## src/rtl/flex_down_timer.sv

```systemverilog
// Programmable down-counting interval timer: one-shot or periodic expiry from an internal reload register.
// Optional prescaler enabled by defining FLEX_DOWN_TIMER_PRESCALE_EN (adds prescale_val port).
module flex_down_timer #(
  parameter int unsigned NUM_CNT_BITS = 4
`ifdef FLEX_DOWN_TIMER_PRESCALE_EN
  , parameter int unsigned PRESCALE_BITS = 4
`endif
) (
  input  logic                    clk,
  input  logic                    rst,
  input  logic                    clear,
  input  logic                    load,
  input  logic [NUM_CNT_BITS-1:0] load_val,
  input  logic                    start,
  input  logic                    periodic,
  input  logic                    count_enable,
`ifdef FLEX_DOWN_TIMER_PRESCALE_EN
  input  logic [PRESCALE_BITS-1:0] prescale_val,
`endif
  output logic [NUM_CNT_BITS-1:0] count_out,
  output logic                    expire_flag,
  output logic                    busy
);

  typedef enum logic [1:0] {IDLE, RUN, DONE} state_e;

  state_e                  state_q, state_d;
  logic [NUM_CNT_BITS-1:0] count_q, count_d;
  logic [NUM_CNT_BITS-1:0] reload_q, reload_d;
  logic                    expire_q, expire_d;
  logic                    busy_q;
  logic                    tick_c;

`ifdef FLEX_DOWN_TIMER_PRESCALE_EN
  logic [PRESCALE_BITS-1:0] psc_q, psc_d;

  // A decrement slot opens once the prescaler has seen prescale_val+1 enabled edges.
  assign tick_c = (psc_q == prescale_val);

  always_ff @(posedge clk or posedge rst) begin
    if (rst) psc_q <= '0;
    else     psc_q <= psc_d;
  end
`else
  assign tick_c = 1'b1;
`endif

  always_ff @(posedge clk or posedge rst) begin
    if (rst) begin
      state_q  <= IDLE;
      count_q  <= '0;
      reload_q <= '0;
      expire_q <= 1'b0;
      busy_q   <= 1'b0;
    end else begin
      state_q  <= state_d;
      count_q  <= count_d;
      reload_q <= reload_d;
      expire_q <= expire_d;
      busy_q   <= (state_d == RUN);
    end
  end

  // Next-state: clear > load > start > decrement.
  always_comb begin
    state_d  = state_q;
    count_d  = count_q;
    reload_d = reload_q;
    expire_d = expire_q;
`ifdef FLEX_DOWN_TIMER_PRESCALE_EN
    psc_d    = psc_q;
`endif
    if (clear) begin
      state_d  = IDLE;
      count_d  = '0;
      expire_d = 1'b0;
`ifdef FLEX_DOWN_TIMER_PRESCALE_EN
      psc_d    = '0;
`endif
    end else if (load) begin
      state_d  = IDLE;
      reload_d = load_val;
      count_d  = load_val;
      expire_d = 1'b0;
`ifdef FLEX_DOWN_TIMER_PRESCALE_EN
      psc_d    = '0;
`endif
    end else if (start && (reload_q != '0)) begin
      state_d  = RUN;
      count_d  = reload_q;
      expire_d = 1'b0;
`ifdef FLEX_DOWN_TIMER_PRESCALE_EN
      psc_d    = '0;
`endif
    end else if (state_q == RUN) begin
      expire_d = 1'b0;
      if (count_enable) begin
`ifdef FLEX_DOWN_TIMER_PRESCALE_EN
        psc_d = tick_c ? '0 : psc_q + PRESCALE_BITS'(1);
`endif
        if (tick_c) begin
          // Count of 0 in RUN is unreachable; treating it like 1 keeps the count from wrapping.
          if (count_q > NUM_CNT_BITS'(1)) begin
            count_d = count_q - NUM_CNT_BITS'(1);
          end else if (periodic) begin
            count_d  = reload_q;
            expire_d = 1'b1;
          end else begin
            count_d  = '0;
            expire_d = 1'b1;
            state_d  = DONE;
          end
        end
      end
    end
  end

  assign count_out   = count_q;
  assign expire_flag = expire_q;
  assign busy        = busy_q;

endmodule
```

## config.mk

```make
export PLATFORM = sky130hd
export DESIGN_NAME = flex_down_timer
export DESIGN_NICKNAME = d
export VERILOG_FILES = /design/src/rtl/flex_down_timer.sv
export SDC_FILE = /design/constraint.sdc
export NUM_CORES = 1
export LEC_CHECK = 0
export ABC_AREA = 1
export CAP_MARGIN = 25
export CORE_AREA = 3 3 56 58
export CTS_BUF_LIST = sky130_fd_sc_hd__clkbuf_8
export DETAILED_ROUTE_END_ITERATION = 6
export DIE_AREA = 0 0 59 61
export PLACE_DENSITY_LB_ADDON = 0.12
export SLEW_MARGIN = 25
export SYNTH_ARGS = -nofsm -noshare
export SYNTH_HDL_FRONTEND = slang
export SYNTH_SLANG_ARGS = --single-unit
```

## constraint.sdc

```tcl
create_clock -name clk -period 1.6 [get_ports clk]
set_clock_uncertainty 0.05 [all_clocks]
set_input_delay 0.32 -clock clk [delete_from_list [all_inputs] [get_ports clk]]
set_output_delay 0.32 -clock clk [all_outputs]
set_load 0.02 [all_outputs]
```

==> metrics.yaml <==
cts_hold_buf: 0
crit_arrival_ns: 1.15
worst_pin_slew_ns: 0.479
cts_tree: "yes"
cp-end-kind: "output pin"
hold_class: "input port to async pin"
drt-pass1-iter-count: 4
syn_avg_cell_area_um2: 6.97
period_share_pct: 95.0
yosysSeqAreaShare_pct: 37.2
vias_per_cell: 4.37
drt_iter0_drc: 31
num_rows: 19
total_power_mw: 1.12
grt_pass1_wl_um: 3280
timing.final.crit_period_ns: 1.52
vdd_ir_drop_max_v: 0.000438
ant_nets: 0
max_stage_delay_ns: 0.59
die-height_um: 61
hpwlAfterDp_um: 1540
syn_nets: 129
whs_ns: 0.341
initial_core_util_pct: 29.8
fin_nets: 160
vias: 774
htreeDepth: 1
slew_headroom_pct: 68.0
die_area_um2: 3600
hold_viol: 0
final_cells: 177
worstSetupPathType: "flop to output pin"
core_area_um2: 2710
reg2reg_from: "count_out[1]"
slew_viol_final: 0
crit_path_top_delay_cell: "clkdlybuf4s50_1"
critPathBufInv: 1
drive_gt1_share_pct: 26.7
finalWirelength_um: 1960
r2r-end: "busy"
num_io_pins: 17
post-place-ws_ns: -0.0347
fin_tns_setup_ns: 0
diodes: 0
worstPathMaxFanout: 1
required_ns: 1.23
fmax_mhz: 658
gr-usage-all-layers_pct: 12.5
io_buffers: 16
numCtsBuffers: 3
grt_max_degree: 13
dp.cells: 168
gr-total-overflow: 0
syn_inst: 116
setup_ws_ns: 0.0802
power.leakage_nw: 0.652
die_x_um: 59
cap_violations: 0
place_congestion: 0.757
cts_root_buf: "clkbuf_8"
clkTransAtPathRegs_ns: 0.06
status: "completed"
powerDensity_nw_per_um2: 944
r2r_slack_ns: 0.10
cts.path.max_buffers: 2
grt_pass1_vias: 739
syn2layout_area_growth_pct: 47.2
start_kind: "flop"
drc_errors: 0
ys_types: 17
synth-seq-cells: 12
clkSinkCount: 12
wl_per_cell_um: 11.1
rr_worst_depth: 11
setup_viol: 0
crit_chain: "clkdlybuf4s50_1"
ys_warn_count: 0
syn_area_um2: 808
worstSkewPairLatency_ns: 0.24
antenna_found_initial: 0
critPathTopFamily: "buffers and inverters"
-- flip-flops by register name, summed over array words and instances (netlist names) --
| signal | flops |
|---|---|
| count_out | 4 |
| expire_flag | 1 |
| busy | 1 |
| reload_q | 4 |
| state_q | 2 |
-- placed cells by master (no fill, tap or decap), types with 3 or more instances in the layout --
| cell type | netlist | layout |
|---|---|---|
| nand2_1 | 46 | 45 |
| inv_1 | 17 | 14 |
| dfrtp_1 | 12 | 11 |
| clkdlybuf4s50_1 | 0 | 11 |
| buf_4 | 0 | 10 |
| nor2_1 | 8 | 8 |
| inv_2 | 3 | 6 |
| nand3_1 | 7 | 6 |
| a21oi_2 | 5 | 5 |
| o21ai_0 | 4 | 4 |
| clkbuf_8 | 0 | 4 |
| dlymetal6s2s_1 | 0 | 4 |
| nor2_2 | 3 | 3 |
| nand2_4 | 1 | 3 |
-- synthesized netlist by cell type, drive strengths merged --
cell type,instances,share of area [%]
nand2,48,24
inv,20,9.3
nor2,13,8.8
dfrtp,12,37
nand3,8,5.6
a21oi,7,6.7
o21ai,4,2.5
ha,2,3.1
nand4,1,0.77
o211ai,1,2.6
-- metal layers --
layer	global-route usage, %	wire [µm]	up-vias
li1	-	-	412
met1	16.3	902	338
met2	19.4	929	20
met3	2.55	91	4
met4	6.80	33	0
met5	0	0	-
-- kinds of logic (layout without fill, tap and decap cells) --
| logic type | Yosys count | after routing | share of synthesized area [%] |
|---|---|---|---|
| AOI/OAI and AO/OA | 12 | 12 | 11.8 |
| buffers and inverters | 20 | 50 | 9.29 |
| and+or+nand+nor | 70 | 70 | 38.7 |
| adders and majority gates | 2 | 2 | 3.10 |
| DFF | 12 | 12 | 37.2 |
-- worst max-delay path by stage --
| stage | start | endpoint | slack (ns) | depth (start not counted) |
|---|---|---|---|---|
| after CTS | count_out[1] | count_out[1] | 0.003 | 1 |
| after global placement | load | count_out[3] | -0.02 | 7 |
| after detailed placement | load | count_out[3] | -0.03 | 7 |
| final | busy | busy | 0.08 | 1 |
| after floorplan | count_out[0] | busy | 0.10 | 11 |
| after global routing | count_out[1] | busy | -0.001 | 11 |
-- worst register-to-register path, cell delays in order, from the launching register on --
cell     delay, ns
dfrtp_1       0.40
inv_2         0.13
ha_4          0.16
inv_2         0.05
nand2_4       0.07
nand2_4       0.07
nor2_4        0.15
nand3_2       0.07
nand2_1       0.06
nand2_1       0.05
nand2_1       0.08
nor2_1        0.05
-- what timing repair did --
| item | CTS | global route |
|---|---|---|
| pin swaps | 0 | 5 |
| resized for setup | 1 | 16 |
| gates cloned | 0 | 0 |
| endpoints found under the setup margin | 1 | 11 |
| setup buffers | 0 | 5 |
-- per-stage QoR --
| stage | utilization, % | instance area (µm²) |
|---|---|---|
| 2_1_floorplan | - | 808 |
| 3_3_place_gp | 38.6 | 1040 |
| 3_5_place_dp | 38.6 | 1040 |
| 4_1_cts | 40.5 | 1100 |
| 5_1_grt | 43.9 | 1190 |
| 6_report | 43.9 | 1190 |
-- report_power, final --
group,internal [mW],leakage [nW],total (mW),switching [mW]
clock,0.218,0.0288,0.336,0.118
sequential,0.336,0.153,0.360,0.0248
combinational,0.189,0.470,0.427,0.238
total,0.743,0.652,1.12,0.381
-- final cells by class --
cell class,count,area (µm²)
fillers,296,1520
multi-input cells,84,475
flip-flops and latches,12,302
repair buffers,26,244
inverters,20,75.1
clock buffers,4,55.1
well taps,31,38.8
Power figures use the tool's default switching activity.
